### src/rtl/frame_burst_sequencer_pkg.sv
// Shared encodings for the frame burst sequencer and the capture FSM it drives.
// Holds the sequencer state type and the capture mode encoding.
package frame_burst_sequencer_pkg;

    typedef enum logic [2:0] {
        IDLE,
        START,
        WAIT_END,
        GAP,
        DONE
    } fsb_state_t;

    localparam logic MODE_SINGLE = 1'b0;
    localparam logic MODE_BURST  = 1'b1;

endpackage

### src/rtl/frame_burst_sequencer_if.sv
// Command, capture-FSM and status bundle of the frame burst sequencer.
// The master side issues commands and returns frameEnd; the slave side is the sequencer.
interface frame_burst_sequencer_if #(
    parameter int unsigned CNT_W = 8,
    parameter int unsigned GAP_W = 8
);
    logic             cmd_valid;
    logic             cmd_ready;
    logic             cmd_mode;
    logic [CNT_W-1:0] cmd_count;
    logic [GAP_W-1:0] cfg_gap;
    logic             abort;
    logic             frameStart;
    logic             mode;
    logic             frameEnd;
    logic             burstDone;
    logic             busy;
    logic [CNT_W-1:0] frame_idx;
    logic             timeout_err;

    modport master (
        output cmd_valid, cmd_mode, cmd_count, cfg_gap, abort, frameEnd,
        input  cmd_ready, frameStart, mode, burstDone, busy, frame_idx, timeout_err
    );

    modport slave (
        input  cmd_valid, cmd_mode, cmd_count, cfg_gap, abort, frameEnd,
        output cmd_ready, frameStart, mode, burstDone, busy, frame_idx, timeout_err
    );
endinterface

### src/rtl/frame_burst_sequencer_watchdog.sv
// Watchdog for the frame-end wait: counts enabled cycles from a clear and flags
// the cycle on which the count reaches TIMEOUT-1.
module fsb_watchdog #(
    parameter int unsigned      TO_W    = 16,
    parameter logic [TO_W-1:0]  TIMEOUT = '1
) (
    input  logic clk,
    input  logic reset_n,
    input  logic clear,
    input  logic enable,
    output logic expired
);
    localparam logic [TO_W-1:0] TO_ONE  = {{(TO_W-1){1'b0}}, 1'b1};
    localparam logic [TO_W-1:0] TO_LAST = TIMEOUT - TO_ONE;

    logic [TO_W-1:0] r_cnt;

    always_ff @(posedge clk or negedge reset_n) begin
        if (!reset_n) begin
            r_cnt <= '0;
        end else if (clear) begin
            r_cnt <= '0;
        end else if (enable) begin
            r_cnt <= r_cnt + TO_ONE;
        end
    end

    assign expired = enable && (r_cnt == TO_LAST);
endmodule

### src/rtl/frame_burst_sequencer.sv
// Command-driven sequencer: issues frameStart/mode to the capture FSM, counts frameEnd
// pulses and reports burstDone, with inter-frame gap, watchdog and abort.
module frame_burst_sequencer
    import frame_burst_sequencer_pkg::*;
#(
    parameter int unsigned     CNT_W   = 8,
    parameter int unsigned     GAP_W   = 8,
    parameter int unsigned     TO_W    = 16,
    parameter logic [TO_W-1:0] TIMEOUT = 16'hFFFF
) (
    input logic                    clk,
    input logic                    reset_n,
    frame_burst_sequencer_if.slave bus
);
    localparam logic [CNT_W-1:0] CNT_ONE = {{(CNT_W-1){1'b0}}, 1'b1};
    localparam logic [CNT_W:0]   IDX_ONE = {{CNT_W{1'b0}}, 1'b1};
    localparam logic [GAP_W-1:0] GAP_ONE = {{(GAP_W-1){1'b0}}, 1'b1};

    fsb_state_t       r_state;
    logic             r_cmd_ready;
    logic             r_frame_start;
    logic             r_mode;
    logic             r_burst_done;
    logic             r_busy;
    logic [CNT_W-1:0] r_frame_idx;
    logic             r_timeout_err;
    logic [CNT_W-1:0] r_count;
    logic [GAP_W-1:0] r_gap;

    logic [CNT_W-1:0] w_cmd_cnt;
    logic [CNT_W:0]   w_idx_next;
    logic             w_abort_hit;
    logic             w_wd_clear;
    logic             w_wd_enable;
    logic             w_wd_expired;

    // A single-frame command or a zero count both run exactly one frame.
    assign w_cmd_cnt   = (bus.cmd_mode == MODE_BURST && bus.cmd_count != '0) ? bus.cmd_count : CNT_ONE;
    assign w_idx_next  = {1'b0, r_frame_idx} + IDX_ONE;
    assign w_abort_hit = bus.abort && (r_state != IDLE);
    assign w_wd_enable = (r_state == WAIT_END);
    assign w_wd_clear  = (r_state != WAIT_END);

    fsb_watchdog #(
        .TO_W    (TO_W),
        .TIMEOUT (TIMEOUT)
    ) u_watchdog (
        .clk     (clk),
        .reset_n (reset_n),
        .clear   (w_wd_clear),
        .enable  (w_wd_enable),
        .expired (w_wd_expired)
    );

    always_ff @(posedge clk or negedge reset_n) begin
        if (!reset_n) begin
            r_state       <= IDLE;
            r_cmd_ready   <= 1'b1;
            r_frame_start <= 1'b0;
            r_mode        <= MODE_SINGLE;
            r_burst_done  <= 1'b0;
            r_busy        <= 1'b0;
            r_frame_idx   <= '0;
            r_timeout_err <= 1'b0;
            r_count       <= '0;
            r_gap         <= '0;
        end else begin
            r_frame_start <= 1'b0;
            r_burst_done  <= 1'b0;
            // Abort outranks every other event once a command is in flight.
            if (w_abort_hit) begin
                r_state     <= IDLE;
                r_busy      <= 1'b0;
                r_cmd_ready <= 1'b1;
            end else begin
                case (r_state)
                    IDLE: begin
                        if (bus.cmd_valid) begin
                            r_mode        <= bus.cmd_mode;
                            r_count       <= w_cmd_cnt;
                            r_frame_idx   <= '0;
                            r_timeout_err <= 1'b0;
                            r_frame_start <= 1'b1;
                            r_cmd_ready   <= 1'b0;
                            r_busy        <= 1'b1;
                            r_state       <= START;
                        end
                    end
                    START: begin
                        r_state <= WAIT_END;
                    end
                    WAIT_END: begin
                        if (bus.frameEnd) begin
                            r_frame_idx <= w_idx_next[CNT_W-1:0];
                            if (w_idx_next == {1'b0, r_count}) begin
                                r_burst_done <= 1'b1;
                                r_state      <= DONE;
                            end else if (bus.cfg_gap == '0) begin
                                r_frame_start <= 1'b1;
                                r_state       <= START;
                            end else begin
                                r_gap   <= bus.cfg_gap;
                                r_state <= GAP;
                            end
                        end else if (w_wd_expired) begin
                            r_timeout_err <= 1'b1;
                            r_busy        <= 1'b0;
                            r_cmd_ready   <= 1'b1;
                            r_state       <= IDLE;
                        end
                    end
                    GAP: begin
                        if (r_gap == GAP_ONE) begin
                            r_frame_start <= 1'b1;
                            r_state       <= START;
                        end else begin
                            r_gap <= r_gap - GAP_ONE;
                        end
                    end
                    DONE: begin
                        r_busy      <= 1'b0;
                        r_cmd_ready <= 1'b1;
                        r_state     <= IDLE;
                    end
                    default: begin
                        r_busy      <= 1'b0;
                        r_cmd_ready <= 1'b1;
                        r_state     <= IDLE;
                    end
                endcase
            end
        end
    end

    assign bus.cmd_ready   = r_cmd_ready;
    assign bus.frameStart  = r_frame_start;
    assign bus.mode        = r_mode;
    assign bus.burstDone   = r_burst_done;
    assign bus.busy        = r_busy;
    assign bus.frame_idx   = r_frame_idx;
    assign bus.timeout_err = r_timeout_err;
endmodule

### src/flat_wrapper.sv
// flat-port wrapper written by rule: the top's interface ports become plain ports
module frame_burst_sequencer_flat import frame_burst_sequencer_pkg::*;
#(
    parameter int unsigned     CNT_W   = 8,
    parameter int unsigned     GAP_W   = 8,
    parameter int unsigned     TO_W    = 16,
    parameter logic [TO_W-1:0] TIMEOUT = 16'hFFFF
)
  (clk, reset_n, bus_cmd_valid, bus_cmd_mode, bus_cmd_count, bus_cfg_gap, bus_abort, bus_frameEnd, bus_cmd_ready, bus_frameStart, bus_mode, bus_burstDone, bus_busy, bus_frame_idx, bus_timeout_err);
  frame_burst_sequencer_if #(.CNT_W(CNT_W), .GAP_W(GAP_W)) bus_i ();
  input logic clk;
  input logic reset_n;
  input wire logic [$bits(bus_i.cmd_valid)-1:0] bus_cmd_valid;
  input wire logic [$bits(bus_i.cmd_mode)-1:0] bus_cmd_mode;
  input wire logic [$bits(bus_i.cmd_count)-1:0] bus_cmd_count;
  input wire logic [$bits(bus_i.cfg_gap)-1:0] bus_cfg_gap;
  input wire logic [$bits(bus_i.abort)-1:0] bus_abort;
  input wire logic [$bits(bus_i.frameEnd)-1:0] bus_frameEnd;
  output wire logic [$bits(bus_i.cmd_ready)-1:0] bus_cmd_ready;
  output wire logic [$bits(bus_i.frameStart)-1:0] bus_frameStart;
  output wire logic [$bits(bus_i.mode)-1:0] bus_mode;
  output wire logic [$bits(bus_i.burstDone)-1:0] bus_burstDone;
  output wire logic [$bits(bus_i.busy)-1:0] bus_busy;
  output wire logic [$bits(bus_i.frame_idx)-1:0] bus_frame_idx;
  output wire logic [$bits(bus_i.timeout_err)-1:0] bus_timeout_err;
  assign bus_i.cmd_valid = bus_cmd_valid;
  assign bus_i.cmd_mode = bus_cmd_mode;
  assign bus_i.cmd_count = bus_cmd_count;
  assign bus_i.cfg_gap = bus_cfg_gap;
  assign bus_i.abort = bus_abort;
  assign bus_i.frameEnd = bus_frameEnd;
  assign bus_cmd_ready = bus_i.cmd_ready;
  assign bus_frameStart = bus_i.frameStart;
  assign bus_mode = bus_i.mode;
  assign bus_burstDone = bus_i.burstDone;
  assign bus_busy = bus_i.busy;
  assign bus_frame_idx = bus_i.frame_idx;
  assign bus_timeout_err = bus_i.timeout_err;
  frame_burst_sequencer #(.CNT_W(CNT_W), .GAP_W(GAP_W), .TO_W(TO_W), .TIMEOUT(TIMEOUT)) u_core (.clk(clk), .reset_n(reset_n), .bus(bus_i));
endmodule
### config.mk
export PLATFORM = sky130hd
export DESIGN_NAME = frame_burst_sequencer_flat
export DESIGN_NICKNAME = d
export VERILOG_FILES = /design/src/rtl/frame_burst_sequencer_pkg.sv /design/src/rtl/frame_burst_sequencer_if.sv /design/src/rtl/frame_burst_sequencer_watchdog.sv /design/src/rtl/frame_burst_sequencer.sv /design/src/flat_wrapper.sv
export SDC_FILE = /design/constraint.sdc
export NUM_CORES = 1
export LEC_CHECK = 0
export CORE_UTILIZATION = 56
export CTS_CLUSTER_SIZE = 12
export DETAILED_ROUTE_END_ITERATION = 8
export DONT_BUFFER_PORTS = 1
export PLACE_DENSITY_LB_ADDON = 0.25
export SLEW_MARGIN = 40
export SYNTH_ARGS = -nofsm -noshare
export SYNTH_HDL_FRONTEND = slang
export SYNTH_SLANG_ARGS = --single-unit
### constraint.sdc
create_clock -name clk -period 3 [get_ports clk]
set_input_delay 0.45 -clock clk [delete_from_list [all_inputs] [get_ports clk]]
set_output_delay 0.45 -clock clk [all_outputs]
set_load 0.05 [all_outputs]
==> results of run 1 <==
-- flip-flops by register name, indices dropped and copies added (netlist names), 3 cells and up --
register                 count
u_core.u_watchdog.r_cnt     16
u_core.r_gap                 8
u_core.r_state               3
u_core.bus.frame_idx         8
u_core.r_count               8
-- worst max-delay path: stages (launching register included) --
cell and delay, ns:
dfrtp_1 0.72, nor2b_1 0.32, nand4b_1 0.16, o2111ai_1 0.27, nor3_2 0.47, o21ai_0 0.19
a211oi_2 0.24
-- logic make-up after synthesis --
logic type,after synthesis
flip-flops,49
adder cells (fa/ha/maj),5
AO/OA/AOI/OAI,78
multiplexers,3
AND/OR/NAND/NOR,149
XOR/XNOR,21
buffers and inverters,22
-- power by group --
part	switching, mW	internal (mW)	total, mW
sequential	0.291	0.827	1.12
clock	0.230	0.271	0.501
combinational	0.614	0.397	1.01
-- path summary, 6_finish.rpt --
kind | start | endpoint | slack [ns] | cells after the start
max in group asynchronous | reset_n | u_core.bus.cmd_ready | 2.06 | 2
max reg2reg | u_core.bus.frame_idx[7] | u_core.r_gap[0] | 0.56 | 6
max | u_core.bus.frame_idx[7] | u_core.r_gap[0] | 0.56 | 6
min reg2reg | u_core.r_count[5] | u_core.r_count[5] | 0.52 | 2
min | bus_cmd_valid | u_core.bus.timeout_err | 0.25 | 1
min in group asynchronous | reset_n | u_core.r_gap[4] | 0.65 | 2
-- metal layers --
metal,routed length [um],track usage [%],share of wire [%],vias up
met5,0,0,0,-
met4,66,6.71,1.0,0
met3,341,4.82,5.3,6
met2,3110,40.4,48,64
met1,2910,34.3,45,1161
li1,-,-,-,1187
-- placed cells by master (no fill, tap or decap), types with 4 or more instances in the layout --
master	Yosys	final
clkbuf_8	0	6
nor4_1	5	5
xor2_1	13	13
a21oi_1	13	13
nand4_1	13	13
nand2_1	34	34
buf_4	2	8
dfrtp_1	48	48
o31ai_1	4	4
nand3_1	10	10
nor2_1	37	37
and3_1	6	6
nor3_1	11	11
xnor2_1	8	8
a211oi_2	5	5
ha_1	5	5
o21ai_0	29	29
nand2b_1	7	7
inv_1	7	7
-- what timing repair did --
item | CTS | global route
hold buffers | 2 | 0
hold endpoints to repair | 49 | 0
resized for setup | 0 | 0
-- area by class of cell --
class                   count  area (um^2)  area share (%)
multi-input cells         256         1630            51.2
flip-flops and latches     49         1230            38.5
repair buffers             10         97.6            3.06
well taps                  70         87.6            2.74
clock buffers               6         82.6            2.59
clock inverters             2         37.5            1.18
inverters                   7         26.3           0.823
==> results.py, run 1 <==
metrics = {
    "run_status": {
        "status": "finished clean",
    },
    "cells_and_area": {
        "drive_gt1_share_pct": 10.6,
        "fin_area_um2": 3190,
        "final_cells": 400,
        "nets": 356,
        "final_core_utilization_pct": 62.5,
        "synthToLayoutAreaGrowth_pct": 8.09,
        "antenna_cells": 0,
        "n_fill_cell": 443,
    },
    "yosys": {
        "synth-simple-area-share_pct": 26.8,
        "synth_xor_area_share_pct": 6.23,
        "syn_area_um2": 2950,
        "syn_area_per_cell_um2": 9.03,
        "synth_edf_count": 0,
        "synth_top_family_by_area": "simple AND/OR/NAND/NOR gates",
        "synthCells": 327,
        "synthFlopType": "dfrtp_1",
        "synthesis.nets": 354,
        "yosysTopAreaCell": "dfrtp_1",
        "ys_seq_area_share_pct": 41.6,
        "yosys_warnings": 0,
        "synth.most_common_cell": "dfrtp_1",
        "ys_seq_elements": 49,
        "ys_async_sr_fraction_pct": 100,
        "synth_compound_area_share_pct": 19.1,
        "synth_cell_types": 57,
        "synth.area.mux_share_pct": 1.06,
        "synth_top_area_share_pct": 40.7,
        "synth_common_cells": "dfrtp_1 (48), nor2_1 (37), nand2_1 (34), o21ai_0 (29)",
        "synthTopCellsByArea": "dfrtp_1 (41%), o21ai_0 (4.9%), nor2_1 (4.7%)",
        "yosys.area_share.adder_pct": 2.12,
    },
    "floorplanning": {
        "initial_core_util_pct": 57.8,
        "die_h_um": 74.6,
        "die_x_um": 74.6,
        "ios": 36,
        "die-area_um2": 5570,
        "row_count": 26,
        "fp.coreArea_um2": 5110,
    },
    "sta": {
        "rsz0062_at_grt": "false",
        "hold_viol": 0,
        "min_period_over_period_pct": 81.3,
        "finClkSkew_ns": 0.00942,
        "worstMarginPinSlew_ns": 0.613,
        "fmax_ghz": 0.410,
        "holdWs_ns": 0.250,
        "fin_ws_ns": 0.561,
        "relSlewSlack_pct": 58.8,
        "slew_viol_final": 0,
        "finalSetupViolCount": 0,
        "period_needed_ns": 2.44,
        "setup_tns_ns": 0,
    },
    "worst_setup_path": {
        "worstPathRequired_ns": 3.23,
        "cp-start-kind": "flop",
        "setup.worst_path.class": "reg -> reg",
        "cp_max_fo": 7,
        "end_kind": "flop",
        "arrival_ns": 2.67,
    },
    "power_and_ir_drop": {
        "peakVddDrop_mv": 0.402,
        "total_power_mw": 2.63,
        "p_per_area_nw_per_um2": 824,
        "p_leak_nw": 1.29,
    },
    "global_route": {
        "grt_pass1_wl_mm": 10.4,
        "grt_pass1_vias": 2210,
        "grt_use_total_pct": 24.9,
        "antenna_found_initial": 0,
        "grt_max_degree": 50,
        "overflow": 0,
    },
    "min_path": {
        "min_path_type": "in -> reg",
    },
    "placement": {
        "port_buffers": 0,
        "dp_hpwl_mm": 4.49,
        "pre_cts_slack_ns": 0.626,
        "dp.cells": 390,
        "placed_cell_area_um2": 3030,
        "globalplace.congestion": 0.826,
    },
    "routing": {
        "drtIter0Drc": 132,
        "vias": 2418,
        "wire_per_inst_um": 16.1,
        "via_per_inst": 6.05,
        "post-route-drc-count": 0,
        "dr.pass1.iters": 5,
        "wl_mm": 6.43,
        "ant_nets": 0,
    },
    "cts": {
        "clk_pin_slew_ns": 0.10,
        "cts_tree": "built",
        "root_buffer": "clkbuf_8",
        "cts_made_buffers": 5,
        "ctsHtreeMaxLevel": 2,
        "post_cts_buffers": 0,
        "insertion_delay_ns": 0.30,
        "cts.path.max_buffers": 2,
        "cts.sinks": 49,
    },
    "run": {
        "maxCapViolations": 0,
    },
}
(Power assumes the default switching activity.)
==> run 2: changes to the inputs <==
ABC_AREA = 1   (was unset)
clock period = 2.1 ns   (was 3 ns; I/O delays follow)
==> results.py, run 2 <==
metrics = {
    "min_path": {
        "min_path_type": "in -> reg",
        "worstHoldStart": "bus_cmd_count[1]",
        "hold_depth": 2,
        "worstHoldEndpoint": "u_core.r_count[1]",
    },
    "sta": {
        "worstMarginPinSlew_ns": 0.488,
        "fin_ws_ns": 0.235,
        "fmax_ghz": 0.536,
        "slew_viol_final": 0,
        "hold_viol": 0,
        "rsz0062_at_grt": "false",
        "min_period_over_period_pct": 88.8,
        "period_needed_ns": 1.86,
        "holdWs_ns": 0.162,
        "finClkSkew_ns": 0.00660,
        "relSlewSlack_pct": 67.5,
        "setup_tns_ns": 0,
        "finalSetupViolCount": 0,
    },
    "routing": {
        "dr.pass1.iters": 5,
        "wire_per_inst_um": 13.6,
        "vias": 2588,
        "post-route-drc-count": 0,
        "drtIter0Drc": 229,
        "wl_mm": 6.36,
        "via_per_inst": 5.53,
        "ant_nets": 0,
    },
    "yosys": {
        "synthFlopType": "dfrtp_1",
        "synthesis.nets": 408,
        "ys_seq_area_share_pct": 42.5,
        "yosysTopAreaCell": "dfrtp_1",
        "synth_edf_count": 0,
        "synthCells": 381,
        "ys_seq_elements": 49,
        "synth.most_common_cell": "nand2_1",
        "yosys_warnings": 0,
        "syn_area_um2": 2890,
        "synthTopCellsByArea": "dfrtp_1 (42%), nand2_1 (12%), nand3_1 (5.9%)",
        "synth_top_area_share_pct": 41.6,
        "synth_cell_types": 38,
        "syn_area_per_cell_um2": 7.58,
        "synth_common_cells": "nand2_1 (89), dfrtp_1 (48), inv_1 (44), nor2_1 (41), nand3_1 (34)",
        "ys_async_sr_fraction_pct": 100,
    },
    "worst_setup_path": {
        "end_kind": "flop",
        "worstRegToRegCells": 9,
        "slowest_delay_ns": 0.39,
        "setup.worst_path.class": "reg -> reg",
        "rrSetupSlack_ns": 0.24,
        "path_cells": "ha_1 > xor2_1 > nor2_1 > nand3_1 > nor2_2 > nand4_4 > nand3_4 > nand2_1 > nand2_1",
        "arrival_ns": 2.10,
        "critPathSlowestCell": "dfrtp_1",
        "crit_path_frequent_cell": "nand2_1",
        "cp-start-kind": "flop",
        "worstPathRequired_ns": 2.34,
        "cp_max_fo": 9,
        "reg2reg_to": "u_core.r_gap[1]",
        "r2r_start": "u_core.bus.frame_idx[0]",
    },
    "power_and_ir_drop": {
        "p_clk_share_pct": 17.8,
        "peakVddDrop_mv": 0.797,
        "p_per_area_nw_per_um2": 1210,
        "combinationalPowerShare_pct": 42.2,
        "p_int_mw": 2.16,
        "switching_share_pct": 44.3,
        "sequentialPowerShare_pct": 40.0,
        "p_switching_mw": 1.72,
        "p_leak_nw": 1.48,
    },
    "cts": {
        "post_cts_buffers": 0,
        "holdBufCountCts": 2,
        "cts_tree": "built",
        "cts_resized": 0,
        "cts.sinks": 49,
        "insertion_delay_ns": 0.30,
        "root_buffer": "clkbuf_8",
        "ctsHtreeMaxLevel": 2,
        "cts_made_buffers": 5,
        "clk_pin_slew_ns": 0.09,
        "cts.path.max_buffers": 2,
    },
    "placement": {
        "globalplace.congestion": 1.02,
        "dp.cells": 458,
        "pre_cts_slack_ns": 0.275,
        "dp_hpwl_mm": 4.80,
        "placed_cell_area_um2": 3060,
        "port_buffers": 0,
    },
    "cells_and_area": {
        "nets": 427,
        "largest_reg_flops": 16,
        "antenna_cells": 0,
        "top_register": "u_core.u_watchdog.r_cnt",
        "final_cells": 468,
        "final_cell_mix": "nand2_1 (89), dfrtp_1 (48), inv_1 (44)",
        "drive_gt1_share_pct": 12.7,
        "fin_area_um2": 3220,
        "layout.cells.most_common": "nand2_1",
        "synthToLayoutAreaGrowth_pct": 11.3,
    },
    "run": {
        "maxCapViolations": 0,
    },
    "floorplanning": {
        "initial_core_util_pct": 59.6,
        "row_count": 25,
        "die_h_um": 73.8,
        "ios": 36,
        "die-area_um2": 5450,
        "die_x_um": 73.8,
        "fp.coreArea_um2": 4850,
    },
    "global_route": {
        "grt_pass1_vias": 2409,
        "overflow": 0,
        "grt_pass1_wl_mm": 10.8,
        "grt_max_degree": 50,
        "antenna_found_initial": 0,
        "grt_use_total_pct": 26.0,
    },
    "run_status": {
        "status": "finished clean",
    },
}
-- run 2: cell types whose count changed after synthesis, moves of 6 or more --
cell / previous run / this run
xor2_1: 13 / 4
clkbuf_1: 10 / 3
and3_1: 6 / 0
nand2_2: 0 / 7
nand2b_1: 7 / 0
inv_1: 7 / 44
nand3_1: 10 / 34
xnor2_1: 8 / 1
nand2_1: 34 / 89
o21ai_0: 29 / 23
-- run 2: metal layers --
metal	track usage (%)	vias up	part of all wire [%]
met1	38.3	1209	50
met5	0	-	0
li1	-	1303	-
met4	7.26	0	1.1
met3	4.66	8	5.3
met2	39.4	68	44
-- run 2: kinds of logic (layout without fill, tap and decap cells) --
kind of cell,count (synthesis),in the layout,synth area share (%)
AOI/OAI and AO/OA,54,54,10.3
xor gates and xnor gates,5,5,1.52
buffers and inverters,54,74,7.19
and+or+nand+nor,214,214,36.4
DFF,49,49,42.5
adders and majority gates,5,5,2.17
-- run 2: power groups by stage --
| stage | clock network, mW | logic (mW) | registers (mW) |
|---|---|---|---|
| finish | 0.691 | 1.64 | 1.55 |
| detailed placement | 0 | 1.60 | 1.56 |
| global placement | 0 | 1.57 | 1.56 |
| CTS | 0.707 | 1.64 | 1.54 |
| global route | 0.740 | 1.87 | 1.58 |
| floorplan | 0 | 1.22 | 1.56 |
-- run 2: how the worst max path moves through the flow --
stage	startpoint	slack (ns)	to	depth (start not counted)
final	u_core.bus.frame_idx[0]	0.24	u_core.r_gap[1]	9
after global placement	u_core.bus.frame_idx[0]	0.30	u_core.r_state[1]	10
after detailed placement	u_core.bus.frame_idx[0]	0.28	u_core.r_gap[1]	9
after global routing	u_core.bus.frame_idx[0]	0.13	u_core.r_gap[0]	9
after floorplan	u_core.bus.frame_idx[0]	0.03	u_core.r_gap[0]	10
after CTS	u_core.bus.frame_idx[0]	0.24	u_core.r_gap[1]	9
-- run 2: layout make-up --
cell class / instances / area [um^2]
Inverter: 49 / 185
Clock inverter: 1 / 30.0
Sequential cell: 49 / 1230
Fill cell: 433 / 1630
Multi-Input combinational cell: 278 / 1450
Tap cell: 67 / 83.8
Clock buffer: 7 / 86.3
Timing Repair Buffer: 17 / 150
-- run 2: per-stage QoR --
stage / utilization [%] / power, mW
after global placement: 63.2 / 3.13
after detailed placement: 63.2 / 3.16
after CTS: 66.3 / 3.89
final: 66.3 / 3.88
after floorplan: - / 2.78
after global routing: 66.3 / 4.18
-- run 2: critical path: cells and delay by family (launching register included) --
kind	cells	cell delay, ns
simple gates	7	0.92
flops	1	0.39
fa+ha+maj	1	0.33
xor+xnor	1	0.17
